### src/rtl/bcd_field_counter.sv
// Cascadable multi-digit BCD counter for one clock/calendar field: up/down, range-checked load, optional run-time max.
// Count and load_err are registered; carry_out/at_bound are combinational in the en cycle. No backpressure: en is a tick.
module bcd_field_counter #(
  parameter int DIGITS      = 2,
  parameter int MIN         = 0,
  parameter int MAX         = 59,
  parameter int USE_DYN_MAX = 0
) (
  input  logic                  clk,
  input  logic                  reset_n,
  input  logic                  en,
  input  logic                  up_dn,
  input  logic                  load,
  input  logic [4*DIGITS-1:0]   load_val,
  input  logic [4*DIGITS-1:0]   dyn_max,
  output logic [4*DIGITS-1:0]   count_bcd,
  output logic [7*DIGITS-1:0]   seg,
  output logic                  carry_out,
  output logic                  at_bound,
  output logic                  load_err
);

  localparam int W = 4 * DIGITS;

  function automatic logic [W-1:0] f_to_bcd(input int unsigned v);
    logic [W-1:0] r;
    int unsigned  t;
    r = '0;
    t = v;
    for (int i = 0; i < DIGITS; i++) begin
      r[4*i +: 4] = 4'(t % 10);
      t = t / 10;
    end
    return r;
  endfunction

  function automatic logic [W-1:0] f_inc(input logic [W-1:0] v);
    logic [W-1:0] r;
    logic         c;
    r = v;
    c = 1'b1;
    for (int i = 0; i < DIGITS; i++) begin
      if (c) begin
        if (v[4*i +: 4] == 4'd9) begin
          r[4*i +: 4] = 4'd0;
        end else begin
          r[4*i +: 4] = v[4*i +: 4] + 4'd1;
          c = 1'b0;
        end
      end
    end
    return r;
  endfunction

  function automatic logic [W-1:0] f_dec(input logic [W-1:0] v);
    logic [W-1:0] r;
    logic         b;
    r = v;
    b = 1'b1;
    for (int i = 0; i < DIGITS; i++) begin
      if (b) begin
        if (v[4*i +: 4] == 4'd0) begin
          r[4*i +: 4] = 4'd9;
        end else begin
          r[4*i +: 4] = v[4*i +: 4] - 4'd1;
          b = 1'b0;
        end
      end
    end
    return r;
  endfunction

  function automatic logic [6:0] f_seg(input logic [3:0] d);
    case (d)
      4'd0:    f_seg = 7'h3F;
      4'd1:    f_seg = 7'h06;
      4'd2:    f_seg = 7'h5B;
      4'd3:    f_seg = 7'h4F;
      4'd4:    f_seg = 7'h66;
      4'd5:    f_seg = 7'h6D;
      4'd6:    f_seg = 7'h7D;
      4'd7:    f_seg = 7'h07;
      4'd8:    f_seg = 7'h7F;
      4'd9:    f_seg = 7'h6F;
      default: f_seg = 7'h00;
    endcase
  endfunction

  localparam logic [W-1:0] MIN_BCD = f_to_bcd(MIN);
  localparam logic [W-1:0] MAX_BCD = f_to_bcd(MAX);

  logic [W-1:0] r_count;
  logic         r_load_err;
  logic [W-1:0] w_emax;
  logic         w_at_max;
  logic         w_at_min;
  logic         w_nib_ok;
  logic         w_load_ok;

  // Valid BCD orders the same as unsigned binary, so plain vector compares suffice.
  assign w_emax   = (USE_DYN_MAX != 0) ? dyn_max : MAX_BCD;
  assign w_at_max = (r_count >= w_emax);
  assign w_at_min = (r_count <= MIN_BCD);

  always_comb begin
    w_nib_ok = 1'b1;
    for (int i = 0; i < DIGITS; i++) begin
      if (load_val[4*i +: 4] > 4'd9) w_nib_ok = 1'b0;
    end
  end

  assign w_load_ok = w_nib_ok && (load_val >= MIN_BCD) && (load_val <= w_emax);

  always_ff @(posedge clk or negedge reset_n) begin
    if (!reset_n) begin
      r_count    <= MIN_BCD;
      r_load_err <= 1'b0;
    end else begin
      r_load_err <= load & ~w_load_ok;
      if (load) begin
        if (w_load_ok) r_count <= load_val;
      end else if (en) begin
        if (up_dn) r_count <= w_at_max ? MIN_BCD : f_inc(r_count);
        else       r_count <= w_at_min ? w_emax  : f_dec(r_count);
      end
    end
  end

  always_comb begin
    seg = '0;
    for (int i = 0; i < DIGITS; i++) begin
      seg[7*i +: 7] = f_seg(r_count[4*i +: 4]);
    end
  end

  assign at_bound  = up_dn ? w_at_max : w_at_min;
  // Gated by reset_n so a held-in-reset stage never ticks its successor.
  assign carry_out = en & ~load & reset_n & at_bound;
  assign count_bcd = r_count;
  assign load_err  = r_load_err;

endmodule

### config.mk
export PLATFORM = sky130hd
export DESIGN_NAME = bcd_field_counter
export DESIGN_NICKNAME = d
export VERILOG_FILES = /design/src/rtl/bcd_field_counter.sv
export SDC_FILE = /design/constraint.sdc
export NUM_CORES = 1
export LEC_CHECK = 0
export BUFFER_PORTS_ARGS = -buffer_cell sky130_fd_sc_hd__buf_2
export CAP_MARGIN = 20
export CORE_ASPECT_RATIO = 1.4
export CORE_MARGIN = 5
export CORE_UTILIZATION = 45
export DETAILED_ROUTE_END_ITERATION = 8
export PLACE_DENSITY = 0.74
export SETUP_SLACK_MARGIN = 0.3
export SYNTH_ARGS = -nofsm -noshare
export SYNTH_HDL_FRONTEND = slang
export SYNTH_SLANG_ARGS = --single-unit
### constraint.sdc
create_clock -name clk -period 3.09 [get_ports clk]
set_input_delay 0.4635 -clock clk [delete_from_list [all_inputs] [get_ports clk]]
set_output_delay 0.4635 -clock clk [all_outputs]
set_load 0.02 [all_outputs]
==> impl_metrics.env, run 1 <==
export IMPL_globalplace_congestion=0.934
export IMPL_synth_nets=193
export IMPL_cts_buffer_depth=2
export IMPL_ys_ff_latch=9
export IMPL_dieArea_mm2=0.00381
export IMPL_ys_types=41
export IMPL_via_per_inst=5.76
export IMPL_synth_ff_type="dfrtp_1"
export IMPL_cts_tree="yes"
export IMPL_grt_overflow=0
export IMPL_synth_avg_cell_area_um2=7.69
export IMPL_drc=0
export IMPL_power_density_mw_per_mm2=1100
export IMPL_finalNonFillerCells=228
export IMPL_pin_count=46
export IMPL_htreeDepth=1
export IMPL_syn2layout_area_growth_pct=21.8
export IMPL_syn_area_mm2=0.00120
export IMPL_drive_gt1_share_pct=27.1
export IMPL_slew_headroom_pct=58.8
export IMPL_synth_seq_area_share_pct=18.8
export IMPL_grt_start_max_net_pins=21
export IMPL_synth_top_area_share_pct=18.8
export IMPL_drtPass1Iterations=4
export IMPL_cp_start_kind="flip-flop"
export IMPL_detail_route_iter0_violations=31
export IMPL_finalSetupViolations=0
export IMPL_ant_nets=0
export IMPL_numCtsBuffers=3
export IMPL_synth_edff_count=0
export IMPL_rsz0062_at_grt="no"
export IMPL_worstPathArrival_ns=2.23
export IMPL_status="completed"
export IMPL_p_leak_nw=0.714
export IMPL_synth_area_leaders="dfrtp_1, ha_1, o21ai_0"
export IMPL_ys_async_sr_fraction_pct=100
export IMPL_fmax_mhz=371
export IMPL_dr_total_vias=1313
export IMPL_cts_sinks=9
export IMPL_grt_pass1_vias=1222
export IMPL_grt_pass1_wl_um=5330
export IMPL_endpoint_kind="primary output"
export IMPL_drt_wl_total_um=3270
export IMPL_period_needed_ns=2.69
export IMPL_dpl_hpwl_um=2570
export IMPL_crit_required_ns=2.63
export IMPL_nFillCells=273
export IMPL_dpl_cell_count=224
export IMPL_critical_path_class="flip-flop to primary output"
export IMPL_die_y_um=71.1
export IMPL_die_width_um=53.6
export IMPL_slowest_delay_ns=0.46
export IMPL_critPathMaxFanout=6
export IMPL_min_period_over_period_pct=87.2
export IMPL_cts_root_buf="clkbuf_4"
export IMPL_fin_skew_ns=0.00233
export IMPL_antennaDiodeCount=0
export IMPL_clk_pin_slew_ns=0.06
export IMPL_antenna_found_initial=0
export IMPL_vdd_drop_max_mv=0.548
export IMPL_crit_chain="inv_4 -> ha_2 -> or3b_1 -> a22o_4 -> o21ai_1 -> o41ai_2 -> and3_1 -> buf_2"
export IMPL_worstHoldPathType="primary input to asynchronous set/reset pin"
export IMPL_tightest_slew_ns=0.617
export IMPL_core_area_mm2=0.00259
export IMPL_yosys_top_cells_count="o21ai_0, ha_1, nand2_1, a21oi_1, inv_1"
export IMPL_io_buffers=37
export IMPL_slowest_stage="dfrtp_2"
export IMPL_yosysMostFrequentCell="o21ai_0"
export IMPL_fin_tns_setup_ns=0
export IMPL_num_nets_final=230
export IMPL_clock_latency_ns=0.26
export IMPL_cap_violations=0
export IMPL_reg2reg_slack_ns=0.76
export IMPL_grt_total_usage_pct=17.9
export IMPL_rr_worst_depth=7
export IMPL_yosys_warnings=0
export IMPL_wire_per_inst_um=14.3
export IMPL_report_final_slew_viol_count=0
export IMPL_start_util_pct=46.4
export IMPL_hold_viol_final=0
export IMPL_synth_top_area_cell="dfrtp_1"
export IMPL_syn_inst=156
export IMPL_rows=22
registers in the layout (all words and copies together), names as in the netlist:
| register | flops |
|---|---|
| count_bcd | 8 |
| load_err | 1 |
logic make-up (layout without fill, tap and decap cells):
| family | count (synthesis) | in the layout | share of synthesized area, % |
|---|---|---|---|
| buffers and inverters | 21 | 57 | 6.67 |
| flip-flops | 9 | 9 | 18.8 |
| AO/OA/AOI/OAI | 64 | 64 | 36.6 |
| XOR/XNOR | 2 | 2 | 1.46 |
| adder cells (fa/ha/maj) | 16 | 16 | 16.7 |
| multiplexers | 3 | 3 | 2.50 |
| AND/OR/NAND/NOR | 41 | 41 | 17.3 |
worst max-delay path, delay by kind of cell, from the launching register on:
kind	cells	cell delay (ns)
AND/OR/NAND/NOR	2	0.56
AO/OA/AOI/OAI	3	0.52
flip-flops	1	0.46
buffers and inverters	2	0.24
adder cells (fa/ha/maj)	1	0.20
cell type report:
cell class	instances	area, um^2	share of cell area (%)
sequential	9	226	15.5
multi-input combinational	126	905	61.9
inverter	13	51.3	3.51
clock buffer	4	26.3	1.80
timing repair buffer	40	208	14.2
tap	36	45.0	3.08
metrics by stage:
step | hold WS, ns | total power, mW | cell area (um^2) | setup slack (ns) | utilization (%)
after detailed placement | 0.330 | 1.51 | 1430 | 0.513 | 55.2
after global placement | 0.331 | 1.48 | 1430 | 0.538 | 55.2
after global routing | 0.0539 | 1.75 | 1460 | 0.304 | 56.5
after floorplan | 0.168 | 1.14 | 1210 | 0.422 | -
after CTS | 0.0487 | 1.61 | 1460 | 0.301 | 56.3
final | 0.0459 | 1.60 | 1460 | 0.395 | 56.5
layer usage:
metal | vias to the layer above | GRT usage, % | wire length (um)
met5 | - | 0 | 0
met4 | 0 | 4.26 | 38
met3 | 4 | 3.37 | 175
met2 | 38 | 32.3 | 1720
met1 | 621 | 20.9 | 1340
li1 | 650 | - | -
power by group:
part | internal, mW | switching (mW) | total [mW]
Sequential | 0.162 | 0.118 | 0.280
Combinational | 0.467 | 0.767 | 1.23
Clock | 0.0497 | 0.0395 | 0.0891
path summary, 6_finish.rpt:
kind                                          start                  endpoint
setup / recovery           count_bcd[0]$_DFFE_PN0P_                 carry_out
hold / removal                              reset_n  count_bcd[2]$_DFFE_PN0P_
setup reg to reg           count_bcd[0]$_DFFE_PN0P_  count_bcd[4]$_DFFE_PN0P_
hold reg to reg            count_bcd[5]$_DFFE_PN0P_  count_bcd[5]$_DFFE_PN0P_
max in group asynchronous                   reset_n  count_bcd[0]$_DFFE_PN0P_
min in group clk                        load_val[0]  count_bcd[0]$_DFFE_PN0P_
layout by cell type (no fill, tap or decap), drive strengths merged, types with 2 or more instances in the layout:
cell,netlist,final
or3b,2,2
o41ai,2,2
nand2b,3,3
a311oi,2,2
inv,12,12
clkbuf,6,4
xnor2,2,2
o21ai,20,20
o22ai,7,7
o2bb2ai,2,2
a2bb2oi,2,2
nand2,14,14
a21o,2,2
a221oi,2,2
a22o,2,2
o211ai,3,3
dfrtp,9,9
and3,5,5
buf,2,40
a21boi,2,2
ha,16,16
o31ai,2,2
nor3,5,5
a21oi,12,12
mux2i,3,3
nor2,5,5
what timing repair did:
action / in CTS / in global routing
hold buffers: 0 / 0
pin swaps: 0 / 0
setup buffers: 0 / 0
endpoints found under the setup margin: 1 / 1
gates resized for setup: 3 / 3
Power figures use the tool's default switching activity.
==> run 2, diff against run 1 <==
--- a/config.mk
+++ b/config.mk
@@ -7,7 +7,6 @@
 export LEC_CHECK = 0
 export BUFFER_PORTS_ARGS = -buffer_cell sky130_fd_sc_hd__buf_2
 export CAP_MARGIN = 20
-export CORE_ASPECT_RATIO = 1.4
 export CORE_MARGIN = 5
 export CORE_UTILIZATION = 45
 export DETAILED_ROUTE_END_ITERATION = 8
==> run 2 against run 1 <==
Compared with the run above:
- via count hardly changed
- maximum frequency about the same
- first-iteration DRC count up 77%
- setup slack better by 0.0027 ns
- power increased by 0.55%
==> impl_metrics.env, run 2 (same netlist as run 1, synthesis figures left out) <==
export IMPL_via_per_inst=5.88
export IMPL_status="completed"
export IMPL_drive_gt1_share_pct=27.5
export IMPL_hold_viol_final=0
export IMPL_die_y_um=61.6
export IMPL_period_needed_ns=2.69
export IMPL_pin_count=46
export IMPL_fmax_mhz=371
export IMPL_fin_skew_ns=0.00100
export IMPL_hold_buffers=0
export IMPL_slowest_delay_ns=0.44
export IMPL_crit_buf_inv=2
export IMPL_cts_sinks=9
export IMPL_ant_nets=0
export IMPL_grt_pass1_vias=1163
export IMPL_cp_start_kind="flip-flop"
export IMPL_rows=18
export IMPL_post_cts_buffers=0
export IMPL_worstPathArrival_ns=2.23
export IMPL_io_buffers=37
export IMPL_clk_pin_slew_ns=0.06
export IMPL_rsz0062_at_grt="no"
export IMPL_cts_root_buf="clkbuf_4"
export IMPL_crit_required_ns=2.63
export IMPL_cpLargestDelayFamily="simple AND/OR/NAND/NOR gates"
export IMPL_worstHoldPathType="primary input to asynchronous set/reset pin"
export IMPL_p_leak_nw=0.722
export IMPL_detail_route_iter0_violations=55
export IMPL_vdd_drop_max_mv=0.663
export IMPL_antenna_found_initial=0
export IMPL_grt_total_usage_pct=17.8
export IMPL_num_nets_final=231
export IMPL_finalSetupViolations=0
export IMPL_dpl_hpwl_um=2610
export IMPL_crit_chain="inv_2 -> ha_2 -> or3b_4 -> a22o_4 -> o21ai_1 -> o41ai_2 -> and3_1 -> buf_2"
export IMPL_globalplace_congestion=0.843
export IMPL_numCtsBuffers=3
export IMPL_clock_latency_ns=0.26
export IMPL_dr_total_vias=1312
export IMPL_critPathMaxFanout=6
export IMPL_tightest_slew_ns=0.569
export IMPL_cts_tree="yes"
export IMPL_grt_pass1_wl_um=5210
export IMPL_drt_wl_total_um=3320
export IMPL_slew_headroom_pct=62.0
export IMPL_cap_violations=0
export IMPL_grt_start_max_net_pins=14
export IMPL_drc=0
export IMPL_start_util_pct=47.6
export IMPL_syn2layout_area_growth_pct=21.8
export IMPL_min_period_over_period_pct=87.1
export IMPL_slowest_stage="dfrtp_2"
export IMPL_antennaDiodeCount=0
export IMPL_endpoint_kind="primary output"
export IMPL_die_width_um=61.6
export IMPL_core_area_mm2=0.00252
export IMPL_cts_buffer_depth=2
export IMPL_fin_tns_setup_ns=0
export IMPL_finalNonFillerCells=223
export IMPL_report_final_slew_viol_count=0
export IMPL_dieArea_mm2=0.00380
export IMPL_grt_overflow=0
export IMPL_drtPass1Iterations=4
export IMPL_critical_path_class="flip-flop to primary output"
export IMPL_largest_reg_flops=8
export IMPL_htreeDepth=1
export IMPL_most_common_layout_cells="buf_2, o21ai_0, ha_1"
export IMPL_wire_per_inst_um=14.9
export IMPL_final_common_cell="buf_2"
export IMPL_power_density_mw_per_mm2=1100
export IMPL_dpl_cell_count=219
-- run 2: layout make-up --
cell class / instances / area (um^2)
Fill cell: 250 / 1060
Timing Repair Buffer: 41 / 215
Inverter: 13 / 48.8
Multi-Input combinational cell: 126 / 907
Clock buffer: 4 / 26.3
Tap cell: 30 / 37.5
Sequential cell: 9 / 226
-- run 2: where the power goes --
| part | internal, mW | total (mW) | switching, mW |
|---|---|---|---|
| clock | 0.0496 | 0.0882 | 0.0386 |
| combinational | 0.476 | 1.26 | 0.785 |
| sequential | 0.163 | 0.263 | 0.100 |
| total | 0.688 | 1.61 | 0.924 |
-- run 2: routing by layer --
metal,global-route usage (%),wire length (um),up-vias
met5,0,0,-
met4,1.82,0,0
met3,3.14,195,0
met2,33.2,1700,44
met1,21.8,1420,616
li1,-,-,652
-- run 2: timing repair --
action                     4_1_cts  5_1_grt
gates resized for setup          2        3
setup endpoints to repair        1        1
cloned                           0        0
-- run 2: per-stage QoR --
stage	area [um^2]	total power, mW	utilization [%]	hold WS, ns	setup WS (ns)
after floorplan	1210	1.14	-	0.168	0.422
after global placement	1430	1.49	56.6	0.329	0.557
after detailed placement	1430	1.51	56.6	0.330	0.536
after CTS	1460	1.61	57.7	0.0477	0.317
after global routing	1460	1.76	57.9	0.0519	0.308
final	1460	1.61	57.9	0.0536	0.398
-- run 2: worst paths after layout --
check,from,end,slack [ns],cells past startpoint
min in group clk,load_val[0],count_bcd[0]$_DFFE_PN0P_,0.47,3
setup / recovery,count_bcd[0]$_DFFE_PN0P_,carry_out,0.40,8
setup reg to reg,count_bcd[0]$_DFFE_PN0P_,count_bcd[4]$_DFFE_PN0P_,0.76,7
hold reg to reg,count_bcd[3]$_DFFE_PN0P_,count_bcd[3]$_DFFE_PN0P_,0.69,1
max in group asynchronous,reset_n,count_bcd[0]$_DFFE_PN0P_,2.83,1
hold / removal,reset_n,load_err$_DFF_PN0_,0.05,1
-- run 2: worst register-to-register path, cell delays in order (launching register included) --
cell      delay, ns
dfrtp_2        0.44
inv_2          0.11
ha_2           0.20
or3b_4         0.39
a22o_4         0.26
o311ai_4       0.44
mux2i_1        0.27
a221oi_2       0.08
==> run 3, diff against run 2 <==
--- a/config.mk
+++ b/config.mk
@@ -5,12 +5,11 @@
 export SDC_FILE = /design/constraint.sdc
 export NUM_CORES = 1
 export LEC_CHECK = 0
-export BUFFER_PORTS_ARGS = -buffer_cell sky130_fd_sc_hd__buf_2
 export CAP_MARGIN = 20
 export CORE_MARGIN = 5
 export CORE_UTILIZATION = 45
 export DETAILED_ROUTE_END_ITERATION = 8
-export PLACE_DENSITY = 0.74
+export DONT_BUFFER_PORTS = 1
 export SETUP_SLACK_MARGIN = 0.3
 export SYNTH_ARGS = -nofsm -noshare
 export SYNTH_HDL_FRONTEND = slang
==> run 3 against run 2 <==
Compared with the run above:
- setup slack got worse by 0.013 ns
- clock-buffer cell count did not move
- maximum frequency fell by 0.48%
- final area fell by 7.4%
- combinational power fell by 5%
- die area did not move
- clock skew rose by 0.0018 ns
- non-clock buffer count fell by 33
- global-route usage rose by 1.4 points
- sequential share of layout area rose by 1.1 points
- clock power rose by 4.5%
- highest routed layer is now met4
==> impl_metrics.env, run 3 (same netlist as run 1, synthesis figures left out) <==
export IMPL_hold_viol_final=0
export IMPL_crit_required_ns=2.63
export IMPL_grt_pass1_vias=1169
export IMPL_drive_gt1_share_pct=14.4
export IMPL_die_width_um=61.6
export IMPL_core_area_mm2=0.00252
export IMPL_clk_pin_slew_ns=0.06
export IMPL_clock_power_share_pct=6.0
export IMPL_cts_root_buf="clkbuf_4"
export IMPL_design_area_mm2=0.00135
export IMPL_grt_total_usage_pct=19.1
export IMPL_nFillCells=248
export IMPL_clock_latency_ns=0.26
export IMPL_cap_violations=0
export IMPL_cpLargestDelayFamily="simple AND/OR/NAND/NOR gates"
export IMPL_p_seq_share_pct=15.4
export IMPL_regArea_um2=225
export IMPL_slew_headroom_pct=54.3
export IMPL_num_nets_final=198
export IMPL_dr_total_vias=1193
export IMPL_die_y_um=61.6
export IMPL_crit_buf_inv=1
export IMPL_antenna_found_initial=0
export IMPL_largest_reg_flops=8
export IMPL_power_density_mw_per_mm2=1130
export IMPL_start_util_pct=47.6
export IMPL_slowest_delay_ns=0.41
export IMPL_report_final_slew_viol_count=0
export IMPL_endpoint_kind="primary output"
export IMPL_min_period_over_period_pct=87.5
export IMPL_drc=0
export IMPL_ant_nets=0
export IMPL_place_ws_ns=0.444
export IMPL_worstHoldPathType="primary input to flip-flop"
export IMPL_rsz0062_at_grt="no"
export IMPL_cp_start_kind="flip-flop"
export IMPL_most_common_layout_cells="o21ai_0, nand2_1, ha_1"
export IMPL_io_buffers=0
export IMPL_cts_sinks=9
export IMPL_place_area_mm2=0.00127
export IMPL_grt_start_max_net_pins=20
export IMPL_drt_wl_total_um=3560
export IMPL_critical_path_class="flip-flop to primary output"
export IMPL_detail_route_iter0_violations=91
export IMPL_worstPathArrival_ns=2.24
export IMPL_cts_buffer_depth=2
export IMPL_fin_hold_ws_ns=0.344
export IMPL_setup_ws_ns=0.385
export IMPL_p_leak_nw=0.601
export IMPL_final_common_cell="o21ai_0"
export IMPL_numCtsBuffers=3
export IMPL_rows=18
export IMPL_antennaDiodeCount=0
export IMPL_fin_skew_ns=0.00279
export IMPL_slowest_stage="dfrtp_1"
export IMPL_p_sw_mw=0.935
export IMPL_multi_input_area_um2=950
export IMPL_dieArea_mm2=0.00380
export IMPL_finalPower_mw=1.53
export IMPL_fmax_mhz=370
export IMPL_cts_tree="yes"
export IMPL_via_per_inst=6.28
export IMPL_vdd_drop_max_mv=0.637
export IMPL_post_cts_buffers=0
export IMPL_dpl_hpwl_um=2610
export IMPL_drtPass1Iterations=4
export IMPL_p_int_mw=0.597
export IMPL_fin_tns_setup_ns=0
export IMPL_wire_per_inst_um=18.7
export IMPL_status="completed"
export IMPL_tightest_slew_ns=0.678
export IMPL_syn2layout_area_growth_pct=12.8
export IMPL_htreeDepth=1
export IMPL_crit_chain="buf_6 -> ha_1 -> or3b_4 -> a22o_4 -> o21ai_4 -> o41ai_4 -> and3_4"
export IMPL_period_needed_ns=2.71
export IMPL_grt_overflow=0
export IMPL_critPathMaxFanout=10
export IMPL_grt_pass1_wl_um=5500
export IMPL_finalSetupViolations=0
export IMPL_pin_count=46
export IMPL_p_comb_share_pct=78.6
export IMPL_switching_share_pct=61.0
export IMPL_globalplace_congestion=0.828
run 3: cell types whose count changed in the layout (fill, tap and decap cells not counted), sizes merged:
| cell | before | now |
|---|---|---|
| buf | 41 | 7 |
| dlygate4sd3 | 0 | 1 |
run 3: power groups by stage:
| stage | clock network, mW | registers [mW] | logic [mW] |
|---|---|---|---|
| finish | 0.0922 | 0.235 | 1.20 |
| floorplan | 0 | 0.279 | 0.858 |
| global route | 0.102 | 0.241 | 1.31 |
| CTS | 0.0948 | 0.230 | 1.17 |
| detailed placement | 0 | 0.229 | 1.14 |
| global placement | 0 | 0.228 | 1.12 |
run 3: routing by layer:
layer	vias up	track usage [%]	part of all wire (%)
met5	-	0	0
met4	0	2.73	0.73
met3	4	5.24	6.2
met2	45	33.9	50
met1	560	23.5	43
li1	584	-	-
run 3: final timing paths:
check / start / to / slack (ns) / depth (start not counted)
max in group asynchronous: reset_n / count_bcd[7]$_DFFE_PN0P_ / 2.21 / 1
worst max-delay path: count_bcd[0]$_DFFE_PN0P_ / carry_out / 0.38 / 7
worst min-delay path: load_val[0] / count_bcd[0]$_DFFE_PN0P_ / 0.34 / 2
worst min register to register: count_bcd[0]$_DFFE_PN0P_ / count_bcd[0]$_DFFE_PN0P_ / 0.72 / 2
min in group asynchronous: reset_n / count_bcd[0]$_DFFE_PN0P_ / 0.58 / 1
worst max register to register: count_bcd[0]$_DFFE_PN0P_ / count_bcd[4]$_DFFE_PN0P_ / 0.66 / 7
run 3: area by class of cell:
type | count | share of cell area [%]
sequential | 9 | 16.6
multi-input combinational | 126 | 70.1
inverter | 13 | 3.60
timing repair buffer | 8 | 4.90
tap | 30 | 2.77
clock buffer | 4 | 1.94
run 3: worst register-to-register path, cell delays in order (launching register included):
cell and delay (ns):
dfrtp_1 0.41, buf_6 0.17, ha_1 0.22, or3b_4 0.40
a22o_4 0.27, o311ai_4 0.45, mux2i_1 0.30, a221oi_2 0.08
run 3: through the flow:
stage               util [%]  std cells
CTS                     52.4        190
detailed placement      50.2        185
floorplan                  -        156
finish                  53.7        190
global route            53.7        190
global placement        50.2        185
run 3: repair_timing:
action                                 4_1_cts  5_1_grt
pin swaps                                    0        2
resized for setup                            5        9
setup endpoints to repair                    1        1
hold buffers                                 1        0
gates cloned                                 0        0
endpoints found under the hold margin        9        0
